<file path="config.mk">
export PLATFORM = sky130hd
export DESIGN_NAME = ddr2axis_rd_flat
export DESIGN_NICKNAME = d
export VERILOG_FILES = /design/src/rtl/ddr2axis_pkg.sv /design/src/rtl/ddr2axis_rd_if.sv /design/src/rtl/ddr2axis_rd_axis_downsizer.sv /design/src/rtl/ddr2axis_rd.sv /design/src/flat_wrapper.sv
export SDC_FILE = /design/constraint.sdc
export NUM_CORES = 1
export LEC_CHECK = 0
export ABC_AREA = 1
export CORE_ASPECT_RATIO = 0.6
export CORE_MARGIN = 2
export CORE_UTILIZATION = 44
export DETAILED_ROUTE_END_ITERATION = 8
export PLACE_DENSITY = 0.77
export SYNTH_ARGS = -nofsm -noshare
export SYNTH_HDL_FRONTEND = slang
export SYNTH_SLANG_ARGS = --single-unit
</file>
<file path="constraint.sdc">
create_clock -name M_AXI_ACLK -period 1.5 [get_ports M_AXI_ACLK]
set_clock_uncertainty 0.05 [all_clocks]
set_input_delay 0.3 -clock M_AXI_ACLK [delete_from_list [all_inputs] [get_ports M_AXI_ACLK]]
set_output_delay 0.3 -clock M_AXI_ACLK [all_outputs]
set_load 0.1 [all_outputs]
</file>
<file path="src/rtl/ddr2axis_pkg.sv">
// Shared AXI encodings, sizing helpers and derived frame geometry for the DDR frame reader.
// Functions give geometry for any parameter set; the localparams give it for the default build.
package ddr2axis_pkg;

    localparam logic [1:0] BURST_INCR    = 2'b01;
    localparam logic [1:0] RESP_OKAY     = 2'b00;
    localparam logic [3:0] CACHE_DEFAULT = 4'b0011;

    // Bits needed to hold bit_depth (so clogb2(16) = 5).
    function automatic int clogb2(input int bit_depth);
        int d;
        int r;
        d = bit_depth;
        r = 0;
        while (d > 0) begin
            r++;
            d = d >> 1;
        end
        return r;
    endfunction

    function automatic int f_burst_bytes(input int burst_len, input int data_w);
        return burst_len * data_w / 8;
    endfunction

    function automatic int f_words_per_beat(input int data_w, input int tdata_w);
        return data_w / tdata_w;
    endfunction

    function automatic int f_frame_bursts(input int frame_beats, input int burst_len);
        return frame_beats / burst_len;
    endfunction

    function automatic int f_frame_bytes(input int frame_beats, input int data_w);
        return frame_beats * data_w / 8;
    endfunction

    localparam int DEF_BURST_LEN   = 16;
    localparam int DEF_DATA_WIDTH  = 128;
    localparam int DEF_TDATA_WIDTH = 32;
    localparam int DEF_FRAME_BEATS = 64;

    localparam int BURST_BYTES    = f_burst_bytes(DEF_BURST_LEN, DEF_DATA_WIDTH);
    localparam int WORDS_PER_BEAT = f_words_per_beat(DEF_DATA_WIDTH, DEF_TDATA_WIDTH);
    localparam int FRAME_BURSTS   = f_frame_bursts(DEF_FRAME_BEATS, DEF_BURST_LEN);
    localparam int FRAME_BYTES    = f_frame_bytes(DEF_FRAME_BEATS, DEF_DATA_WIDTH);

endpackage

</file>
<file path="src/rtl/ddr2axis_rd_if.sv">
// AXI4 read-channel plus AXI-Stream bundle of the frame reader.
// master = the reader (drives AR, RREADY, stream); slave = memory and stream sink.
interface ddr2axis_rd_if #(
    parameter int ID_W    = 1,
    parameter int ADDR_W  = 32,
    parameter int DATA_W  = 128,
    parameter int TDATA_W = 32
);
    logic [ID_W-1:0]      M_AXI_ARID;
    logic [ADDR_W-1:0]    M_AXI_ARADDR;
    logic [7:0]           M_AXI_ARLEN;
    logic [2:0]           M_AXI_ARSIZE;
    logic [1:0]           M_AXI_ARBURST;
    logic                 M_AXI_ARLOCK;
    logic [3:0]           M_AXI_ARCACHE;
    logic [2:0]           M_AXI_ARPROT;
    logic [3:0]           M_AXI_ARQOS;
    logic                 M_AXI_ARVALID;
    logic                 M_AXI_ARREADY;
    logic [ID_W-1:0]      M_AXI_RID;
    logic [DATA_W-1:0]    M_AXI_RDATA;
    logic [1:0]           M_AXI_RRESP;
    logic                 M_AXI_RLAST;
    logic                 M_AXI_RVALID;
    logic                 M_AXI_RREADY;
    logic                 M_AXIS_TVALID;
    logic [TDATA_W-1:0]   M_AXIS_TDATA;
    logic [TDATA_W/8-1:0] M_AXIS_TSTRB;
    logic                 M_AXIS_TLAST;
    logic                 M_AXIS_TUSER;
    logic                 M_AXIS_TREADY;

    modport master (
        output M_AXI_ARID, M_AXI_ARADDR, M_AXI_ARLEN, M_AXI_ARSIZE, M_AXI_ARBURST,
               M_AXI_ARLOCK, M_AXI_ARCACHE, M_AXI_ARPROT, M_AXI_ARQOS, M_AXI_ARVALID,
               M_AXI_RREADY,
               M_AXIS_TVALID, M_AXIS_TDATA, M_AXIS_TSTRB, M_AXIS_TLAST, M_AXIS_TUSER,
        input  M_AXI_ARREADY, M_AXI_RID, M_AXI_RDATA, M_AXI_RRESP, M_AXI_RLAST,
               M_AXI_RVALID, M_AXIS_TREADY
    );

    modport slave (
        input  M_AXI_ARID, M_AXI_ARADDR, M_AXI_ARLEN, M_AXI_ARSIZE, M_AXI_ARBURST,
               M_AXI_ARLOCK, M_AXI_ARCACHE, M_AXI_ARPROT, M_AXI_ARQOS, M_AXI_ARVALID,
               M_AXI_RREADY,
               M_AXIS_TVALID, M_AXIS_TDATA, M_AXIS_TSTRB, M_AXIS_TLAST, M_AXIS_TUSER,
        output M_AXI_ARREADY, M_AXI_RID, M_AXI_RDATA, M_AXI_RRESP, M_AXI_RLAST,
               M_AXI_RVALID, M_AXIS_TREADY
    );
endinterface

</file>
<file path="src/rtl/ddr2axis_rd_axis_downsizer.sv">
// Splits wide read beats into LSB-first stream words and tags SOF (TUSER) / EOF (TLAST).
// Latency: first word valid 1 cycle after the beat is accepted; full throughput back-to-back.
// Backpressure: word held stable until tready; a new beat is taken only when empty or on the last word's pop.
module axis_downsizer
    import ddr2axis_pkg::*;
#(
    parameter int IN_W        = 128,
    parameter int OUT_W       = 32,
    parameter int FRAME_BEATS = 64
) (
    input  logic             clk,
    input  logic             rst_n,
    input  logic             clr,
    input  logic             en,
    input  logic             in_vld,
    input  logic [IN_W-1:0]  in_dat,
    output logic             in_rdy,
    output logic             tvalid,
    output logic [OUT_W-1:0] tdata,
    output logic             tuser,
    output logic             tlast,
    input  logic             tready,
    output logic             drained
);
    localparam int R  = f_words_per_beat(IN_W, OUT_W);
    localparam int IW = (R > 1) ? $clog2(R) : 1;
    localparam int BW = $clog2(FRAME_BEATS + 1);

    logic [IN_W-1:0] hold_dat;
    logic            hold_vld;
    logic [IW-1:0]   word_idx;
    logic [BW-1:0]   load_cnt;
    logic [BW-1:0]   hold_beat;
    logic            last_word;
    logic            pop;
    logic            pop_last;
    logic            load;

    assign last_word = (word_idx == IW'(R - 1));
    assign pop       = hold_vld && tready;
    assign pop_last  = pop && last_word;
    assign in_rdy    = en && (!hold_vld || pop_last);
    assign load      = in_rdy && in_vld;
    assign drained   = !hold_vld || pop_last;

    assign tvalid = hold_vld;
    assign tdata  = hold_dat[OUT_W*int'(word_idx) +: OUT_W];
    // Markers follow the beat count within the frame, not RLAST.
    assign tuser  = hold_vld && (hold_beat == '0) && (word_idx == '0);
    assign tlast  = hold_vld && (hold_beat == BW'(FRAME_BEATS - 1)) && last_word;

    always_ff @(posedge clk or negedge rst_n) begin
        if (!rst_n) begin
            hold_dat  <= '0;
            hold_vld  <= 1'b0;
            word_idx  <= '0;
            load_cnt  <= '0;
            hold_beat <= '0;
        end else begin
            if (clr) begin
                load_cnt <= '0;
            end
            if (load) begin
                hold_dat  <= in_dat;
                hold_vld  <= 1'b1;
                word_idx  <= '0;
                hold_beat <= load_cnt;
                load_cnt  <= load_cnt + BW'(1);
            end else if (pop) begin
                if (last_word) begin
                    hold_vld <= 1'b0;
                    word_idx <= '0;
                end else begin
                    word_idx <= word_idx + IW'(1);
                end
            end
        end
    end
endmodule

</file>
<file path="src/rtl/ddr2axis_rd.sv">
// AXI4 read master replaying one DDR frame as an AXI-Stream; optional DDR2AXIS_PINGPONG_EN alternates two buffers.
// Latency: first stream word 1 cycle after the first R handshake; one outstanding burst at a time.
// Backpressure: TREADY stalls the downsizer, which holds RREADY low; frame_start is ignored while busy.
module ddr2axis_rd
    import ddr2axis_pkg::*;
#(
    parameter logic [31:0] C_M_TARGET_SLAVE_BASE_ADDR = 32'h10000000,
    parameter int C_M_AXI_BURST_LEN    = 16,
    parameter int C_M_AXI_ID_WIDTH     = 1,
    parameter int C_M_AXI_ADDR_WIDTH   = 32,
    parameter int C_M_AXI_DATA_WIDTH   = 128,
    parameter int C_M_AXIS_TDATA_WIDTH = 32,
    parameter int C_FRAME_BEATS        = 64
) (
    input  logic M_AXI_ACLK,
    input  logic M_AXI_ARESETN,
    input  logic frame_start,
    output logic busy,
    output logic rd_error,
    ddr2axis_rd_if.master bus
);
    localparam int AW     = C_M_AXI_ADDR_WIDTH;
    localparam int NBURST = f_frame_bursts(C_FRAME_BEATS, C_M_AXI_BURST_LEN);
    localparam int CW     = (NBURST > 1) ? $clog2(NBURST) : 1;

    localparam logic [AW-1:0] BASE       = AW'(C_M_TARGET_SLAVE_BASE_ADDR);
    localparam logic [AW-1:0] BURST_STEP = AW'(f_burst_bytes(C_M_AXI_BURST_LEN, C_M_AXI_DATA_WIDTH));
    localparam logic [AW-1:0] BUF_STEP   = AW'(f_frame_bytes(C_FRAME_BEATS, C_M_AXI_DATA_WIDTH));

    localparam logic [1:0] ST_IDLE  = 2'd0;
    localparam logic [1:0] ST_ADDR  = 2'd1;
    localparam logic [1:0] ST_DATA  = 2'd2;
    localparam logic [1:0] ST_DRAIN = 2'd3;

    logic [1:0]    state;
    logic [AW-1:0] araddr;
    logic [CW-1:0] burst_cnt;
    logic [AW-1:0] frame_base;
    logic          start_acc;
    logic          r_hs;
    logic          ds_drained;
    logic          unused_rid;

    assign start_acc  = (state == ST_IDLE) && frame_start;
    assign r_hs       = bus.M_AXI_RVALID && bus.M_AXI_RREADY;
    assign unused_rid = ^bus.M_AXI_RID;

`ifdef DDR2AXIS_PINGPONG_EN
    logic buf_sel;

    always_ff @(posedge M_AXI_ACLK or negedge M_AXI_ARESETN) begin
        if (!M_AXI_ARESETN) begin
            buf_sel <= 1'b0;
        end else if (start_acc) begin
            buf_sel <= ~buf_sel;
        end
    end

    assign frame_base = buf_sel ? (BASE + BUF_STEP) : BASE;
`else
    assign frame_base = BASE;
`endif

    always_ff @(posedge M_AXI_ACLK or negedge M_AXI_ARESETN) begin
        if (!M_AXI_ARESETN) begin
            state     <= ST_IDLE;
            araddr    <= BASE;
            burst_cnt <= '0;
            busy      <= 1'b0;
            rd_error  <= 1'b0;
        end else begin
            case (state)
                ST_IDLE: begin
                    if (frame_start) begin
                        state     <= ST_ADDR;
                        araddr    <= frame_base;
                        burst_cnt <= '0;
                        busy      <= 1'b1;
                        rd_error  <= 1'b0;
                    end
                end
                ST_ADDR: begin
                    if (bus.M_AXI_ARREADY) begin
                        state <= ST_DATA;
                    end
                end
                ST_DATA: begin
                    if (r_hs && (bus.M_AXI_RRESP != RESP_OKAY)) begin
                        rd_error <= 1'b1;
                    end
                    // Burst boundaries follow RLAST even if the slave miscounts beats.
                    if (r_hs && bus.M_AXI_RLAST) begin
                        if (burst_cnt == CW'(NBURST - 1)) begin
                            state <= ST_DRAIN;
                        end else begin
                            araddr    <= araddr + BURST_STEP;
                            burst_cnt <= burst_cnt + CW'(1);
                            state     <= ST_ADDR;
                        end
                    end
                end
                ST_DRAIN: begin
                    if (ds_drained) begin
                        busy  <= 1'b0;
                        state <= ST_IDLE;
                    end
                end
                default: state <= ST_IDLE;
            endcase
        end
    end

    assign bus.M_AXI_ARID    = '0;
    assign bus.M_AXI_ARADDR  = araddr;
    assign bus.M_AXI_ARLEN   = 8'(C_M_AXI_BURST_LEN - 1);
    assign bus.M_AXI_ARSIZE  = 3'(clogb2(C_M_AXI_DATA_WIDTH / 8) - 1);
    assign bus.M_AXI_ARBURST = BURST_INCR;
    assign bus.M_AXI_ARLOCK  = 1'b0;
    assign bus.M_AXI_ARCACHE = CACHE_DEFAULT;
    assign bus.M_AXI_ARPROT  = 3'b000;
    assign bus.M_AXI_ARQOS   = 4'b0000;
    assign bus.M_AXI_ARVALID = (state == ST_ADDR);
    assign bus.M_AXIS_TSTRB  = '1;

    axis_downsizer #(
        .IN_W        (C_M_AXI_DATA_WIDTH),
        .OUT_W       (C_M_AXIS_TDATA_WIDTH),
        .FRAME_BEATS (C_FRAME_BEATS)
    ) u_downsizer (
        .clk     (M_AXI_ACLK),
        .rst_n   (M_AXI_ARESETN),
        .clr     (start_acc),
        .en      (state == ST_DATA),
        .in_vld  (bus.M_AXI_RVALID),
        .in_dat  (bus.M_AXI_RDATA),
        .in_rdy  (bus.M_AXI_RREADY),
        .tvalid  (bus.M_AXIS_TVALID),
        .tdata   (bus.M_AXIS_TDATA),
        .tuser   (bus.M_AXIS_TUSER),
        .tlast   (bus.M_AXIS_TLAST),
        .tready  (bus.M_AXIS_TREADY),
        .drained (ds_drained)
    );
endmodule

</file>
<file path="src/flat_wrapper.sv">
// flat-port wrapper written by rule: the top's interface ports become plain ports
module ddr2axis_rd_flat import ddr2axis_pkg::*;
#(
    parameter logic [31:0] C_M_TARGET_SLAVE_BASE_ADDR = 32'h10000000,
    parameter int C_M_AXI_BURST_LEN    = 16,
    parameter int C_M_AXI_ID_WIDTH     = 1,
    parameter int C_M_AXI_ADDR_WIDTH   = 32,
    parameter int C_M_AXI_DATA_WIDTH   = 128,
    parameter int C_M_AXIS_TDATA_WIDTH = 32,
    parameter int C_FRAME_BEATS        = 64
)
  (M_AXI_ACLK, M_AXI_ARESETN, frame_start, busy, rd_error, bus_M_AXI_ARID, bus_M_AXI_ARADDR, bus_M_AXI_ARLEN, bus_M_AXI_ARSIZE, bus_M_AXI_ARBURST, bus_M_AXI_ARLOCK, bus_M_AXI_ARCACHE, bus_M_AXI_ARPROT, bus_M_AXI_ARQOS, bus_M_AXI_ARVALID, bus_M_AXI_RREADY, bus_M_AXIS_TVALID, bus_M_AXIS_TDATA, bus_M_AXIS_TSTRB, bus_M_AXIS_TLAST, bus_M_AXIS_TUSER, bus_M_AXI_ARREADY, bus_M_AXI_RID, bus_M_AXI_RDATA, bus_M_AXI_RRESP, bus_M_AXI_RLAST, bus_M_AXI_RVALID, bus_M_AXIS_TREADY);
  ddr2axis_rd_if bus_i ();
  input  logic M_AXI_ACLK;
  input  logic M_AXI_ARESETN;
  input  logic frame_start;
  output logic busy;
  output logic rd_error;
  output wire logic [$bits(bus_i.M_AXI_ARID)-1:0] bus_M_AXI_ARID;
  output wire logic [$bits(bus_i.M_AXI_ARADDR)-1:0] bus_M_AXI_ARADDR;
  output wire logic [$bits(bus_i.M_AXI_ARLEN)-1:0] bus_M_AXI_ARLEN;
  output wire logic [$bits(bus_i.M_AXI_ARSIZE)-1:0] bus_M_AXI_ARSIZE;
  output wire logic [$bits(bus_i.M_AXI_ARBURST)-1:0] bus_M_AXI_ARBURST;
  output wire logic [$bits(bus_i.M_AXI_ARLOCK)-1:0] bus_M_AXI_ARLOCK;
  output wire logic [$bits(bus_i.M_AXI_ARCACHE)-1:0] bus_M_AXI_ARCACHE;
  output wire logic [$bits(bus_i.M_AXI_ARPROT)-1:0] bus_M_AXI_ARPROT;
  output wire logic [$bits(bus_i.M_AXI_ARQOS)-1:0] bus_M_AXI_ARQOS;
  output wire logic [$bits(bus_i.M_AXI_ARVALID)-1:0] bus_M_AXI_ARVALID;
  output wire logic [$bits(bus_i.M_AXI_RREADY)-1:0] bus_M_AXI_RREADY;
  output wire logic [$bits(bus_i.M_AXIS_TVALID)-1:0] bus_M_AXIS_TVALID;
  output wire logic [$bits(bus_i.M_AXIS_TDATA)-1:0] bus_M_AXIS_TDATA;
  output wire logic [$bits(bus_i.M_AXIS_TSTRB)-1:0] bus_M_AXIS_TSTRB;
  output wire logic [$bits(bus_i.M_AXIS_TLAST)-1:0] bus_M_AXIS_TLAST;
  output wire logic [$bits(bus_i.M_AXIS_TUSER)-1:0] bus_M_AXIS_TUSER;
  input wire logic [$bits(bus_i.M_AXI_ARREADY)-1:0] bus_M_AXI_ARREADY;
  input wire logic [$bits(bus_i.M_AXI_RID)-1:0] bus_M_AXI_RID;
  input wire logic [$bits(bus_i.M_AXI_RDATA)-1:0] bus_M_AXI_RDATA;
  input wire logic [$bits(bus_i.M_AXI_RRESP)-1:0] bus_M_AXI_RRESP;
  input wire logic [$bits(bus_i.M_AXI_RLAST)-1:0] bus_M_AXI_RLAST;
  input wire logic [$bits(bus_i.M_AXI_RVALID)-1:0] bus_M_AXI_RVALID;
  input wire logic [$bits(bus_i.M_AXIS_TREADY)-1:0] bus_M_AXIS_TREADY;
  assign bus_M_AXI_ARID = bus_i.M_AXI_ARID;
  assign bus_M_AXI_ARADDR = bus_i.M_AXI_ARADDR;
  assign bus_M_AXI_ARLEN = bus_i.M_AXI_ARLEN;
  assign bus_M_AXI_ARSIZE = bus_i.M_AXI_ARSIZE;
  assign bus_M_AXI_ARBURST = bus_i.M_AXI_ARBURST;
  assign bus_M_AXI_ARLOCK = bus_i.M_AXI_ARLOCK;
  assign bus_M_AXI_ARCACHE = bus_i.M_AXI_ARCACHE;
  assign bus_M_AXI_ARPROT = bus_i.M_AXI_ARPROT;
  assign bus_M_AXI_ARQOS = bus_i.M_AXI_ARQOS;
  assign bus_M_AXI_ARVALID = bus_i.M_AXI_ARVALID;
  assign bus_M_AXI_RREADY = bus_i.M_AXI_RREADY;
  assign bus_M_AXIS_TVALID = bus_i.M_AXIS_TVALID;
  assign bus_M_AXIS_TDATA = bus_i.M_AXIS_TDATA;
  assign bus_M_AXIS_TSTRB = bus_i.M_AXIS_TSTRB;
  assign bus_M_AXIS_TLAST = bus_i.M_AXIS_TLAST;
  assign bus_M_AXIS_TUSER = bus_i.M_AXIS_TUSER;
  assign bus_i.M_AXI_ARREADY = bus_M_AXI_ARREADY;
  assign bus_i.M_AXI_RID = bus_M_AXI_RID;
  assign bus_i.M_AXI_RDATA = bus_M_AXI_RDATA;
  assign bus_i.M_AXI_RRESP = bus_M_AXI_RRESP;
  assign bus_i.M_AXI_RLAST = bus_M_AXI_RLAST;
  assign bus_i.M_AXI_RVALID = bus_M_AXI_RVALID;
  assign bus_i.M_AXIS_TREADY = bus_M_AXIS_TREADY;
  ddr2axis_rd #(.C_M_TARGET_SLAVE_BASE_ADDR(C_M_TARGET_SLAVE_BASE_ADDR), .C_M_AXI_BURST_LEN(C_M_AXI_BURST_LEN), .C_M_AXI_ID_WIDTH(C_M_AXI_ID_WIDTH), .C_M_AXI_ADDR_WIDTH(C_M_AXI_ADDR_WIDTH), .C_M_AXI_DATA_WIDTH(C_M_AXI_DATA_WIDTH), .C_M_AXIS_TDATA_WIDTH(C_M_AXIS_TDATA_WIDTH), .C_FRAME_BEATS(C_FRAME_BEATS)) u_core (.M_AXI_ACLK(M_AXI_ACLK), .M_AXI_ARESETN(M_AXI_ARESETN), .frame_start(frame_start), .busy(busy), .rd_error(rd_error), .bus(bus_i));
endmodule
</file>
==> results by group <==
Layout
  – # fillers: 1181
  – Area of the multi-input gates: 4830 um2
  – Layout cells sized above 1: 32.7%
  – Antenna diodes: 0
  – Post-layout util: 77.1%
  – Area grow syn2layout: 70.3%
  – Reg area: approximately 4500 um2
  – Layout Nets: 1571

Logic synthesis
  – Synth area leaders: dfrtp_1 (50%), nand2_1 (22%), o21ai_0 (5.0%)
  – Post-synth top area share: 50.1%
  – Top FF cell, synth: dfrtp_1
  – Sequential-to-total area share from yosys stat: 50.4%
  – Yosys reg bits: about 180
  – Distinct cells, synth: 32
  – Synth Cell Area: 8690 um2
  – Biggest area consumer among synthesized cells: dfrtp_1
  – Count leader, synth: nand2_1
  – EDFF count, synth: 0
  – Avg Synthesized Cell Area: 7.65 um2
  – Mapped Cells: 1136
  – Commonest cells post-synth: nand2_1 (509), dfrtp_1 (174), nor2_1 (110)
  – Async SR Flop Fraction: 100%
  – Synth Warn #: 0

Route
  – Via Count: 9194
  – # DRC: 0
  – DR iter-0 viols: between 800 and 900
  – Antenna Nets Post-Route: 0
  – DR WL/cell: 19.2 um
  – Vias per std cell: 5.39
  – Wirelength, routed: 32.8 mm
  – Drt pass-1 iters: 7

STA
  – Tmin final: 2240 ps
  – Hold slack final: 251 ps
  – Slew Limit Fails: 0
  – Final Hold Fails: 0
  – Final setup vio count: 231
  – Fin crit share: 149%
  – Highest Clock Rate: 447 MHz
  – Fin worst setup slack: -735 ps
  – RSZ-0062 raised after global routing: true

Power and ir drop
  – Power Density: 2410 nW/um2
  – Worst VDD drop: ~2500 uV
  – Leakage: about 6.9 nW

Floorplanning
  – Initial core utilization: 45.3%
  – Site row count: 39
  – I/O pin count: 239
  – DIE AREA: 20900 um2
  – Die H: 113 um
  – Core Footprint: about 19000 um2
  – Chip Width: ~190 um

Global route
  – Largest net degree at the start of global routing: between 50 and 60
  – Vias in the first global route: 8210
  – GR Overflow Total: 0
  – First-pass GRT wire length: 43.2 mm
  – Global Route Usage Sum: 26.4%
  – Antenna violations before repair: 0

Clock network
  – Number of H-tree levels: 4
  – Reg clk slew, reported paths: about 70 ps
  – Clk buf depth: 2
  – Clock Latency Late Sink: 430 ps
  – Number of clock sinks: 175
  – TritonCTS clock tree: done
  – Clock buffer count from CTS: 17
  – CTS root buffer: clkbuf_16

Placement
  – IO buf count: ~200
  – Placer Congestion: 0.991
  – Pre-CTS setup slack: -415 ps
  – HPWL Detailed: 19.3 mm

Outcome
  – Violated checks: negative setup slack
  – Status: finished with violations

Job
  – Max Cap Viol: 0

Worst setup path
  – Crit path arrival time: 1890 ps
  – CP Max Fanout: 19
  – Kind of critical path: flop to primary output
  – Data required time of the critical path: between 1000 and 1500 ps
  – Worst Setup Start Kind: flop
  – CP Capture Type: primary output

Worst hold path
  – Worst min-delay path class: input pin to async pin
[where the power goes]
group	switching [W]	total, W	internal, W
clock network	0.00218	0.00461	0.00243
registers	0.00132	0.00783	0.00651
logic	0.0144	0.0232	0.00881
[final timing paths]
path | from | to | slack (ps) | cells after the start
max | u_core.u_downsizer.word_idx[1]$_DFFE_PN0P_ | bus_M_AXIS_TDATA[9] | -740 | 4
min | M_AXI_ARESETN | u_core.bus.M_AXI_ARADDR[29]$_DFFE_PN0P_ | 250 | 2
max reg2reg | u_core.u_downsizer.word_idx[0]$_DFFE_PN0P_ | u_core.bus.M_AXI_ARADDR[16]$_DFFE_PN0P_ | -570 | 13
min reg2reg | u_core.u_downsizer.hold_dat[91]$_DFFE_PN0P_ | u_core.u_downsizer.hold_dat[91]$_DFFE_PN0P_ | 430 | 2
max in group asynchronous | M_AXI_ARESETN | u_core.u_downsizer.hold_dat[98]$_DFFE_PN0P_ | 580 | 3
min in group M_AXI_ACLK | bus_M_AXI_RDATA[5] | u_core.u_downsizer.hold_dat[5]$_DFFE_PN0P_ | 340 | 3
[layer usage]
layer | GRT usage, % | vias to the layer above | routed length [um]
met4 | 6.24 | 0 | 800
met5 | 0 | - | 0
met1 | 40.0 | 4441 | 13500
met2 | 39.1 | 561 | 15300
met3 | 5.09 | 66 | 3140
li1 | - | 4126 | -
[stage by stage]
| stage | setup TNS [ps] | power (W) | area, um2 | cells |
|---|---|---|---|---|
| 2_1_floorplan | -22540 | 0.0210 | 9490 | 1172 |
| 3_3_place_gp | -61330 | 0.0277 | 12700 | 1627 |
| 3_5_place_dp | -65750 | 0.0280 | 12700 | 1627 |
| 4_1_cts | -57360 | 0.0334 | 13600 | 1670 |
| 5_1_grt | -125010 | 0.0370 | 14800 | 1707 |
| 6_report | -113230 | 0.0356 | 14800 | 1707 |
[state kept, by name, summed over array words and instances (netlist names)]
name / count
u_core.bus.M_AXI_ARADDR: 24
u_core.state: 2
u_core.u_downsizer.hold_dat: 128
u_core.u_downsizer.hold_beat: 7
u_core.busy: 1
u_core.u_downsizer.tvalid: 1
u_core.rd_error: 1
u_core.u_downsizer.word_idx: 2
u_core.u_downsizer.load_cnt: 7
u_core.burst_cnt: 2
[placed cells by master, fill, tap and decap left out, types with 8 or more instances in the layout]
master           instances
nand4_1                 14
nand3_1                 26
dfrtp_4                 20
dfrtp_1                149
buf_12                  85
buf_6                   20
o21ai_1                 31
nand2_1                382
nor2_2                   8
o21ai_0                 43
inv_1                   29
clkbuf_16               32
nand2_2                102
conb_1                  38
o21ai_2                 17
clkdlybuf4s50_1        135
o22ai_4                 32
nor2_1                  99
buf_8                   10
buf_4                   59
nand2_4                 26
[critical path, stage by stage, from the launching register on]
cell and delay, ps:
dfrtp_2 420, buf_4 330, o21ai_1 210, o22ai_4 280, buf_12 210
[layout make-up]
class | count | area share (%)
multi-input cells | 865 | 32.7
flip-flops and latches | 175 | 30.2
repair buffers | 329 | 29.5
clock buffers | 18 | 2.97
well taps | 266 | 2.25
clock inverters | 14 | 1.13
inverters | 38 | 1.11
repair inverters | 2 | 0.152
[logic make-up after synthesis]
logic type      Yosys count  share of synthesized area [%]
compound gates          138                           8.94
xor+xnor                  4                          0.403
fa+ha+maj                 5                          0.720
buf+inv                 132                           8.44
flops                   175                           50.4
mux                       1                          0.115
other cells               2                         0.0865
simple gates            679                           30.9
[what timing repair did]
action / in CTS / in global routing
endpoints found under the hold margin: 47 / 0
resized for setup: 64 / 218
hold buffers: 1 / 0
endpoints found under the setup margin: 230 / 231
setup buffers: 7 / 15
pin swaps: 4 / 29
gates cloned: 3 / 24
(Power assumes the default switching activity.)
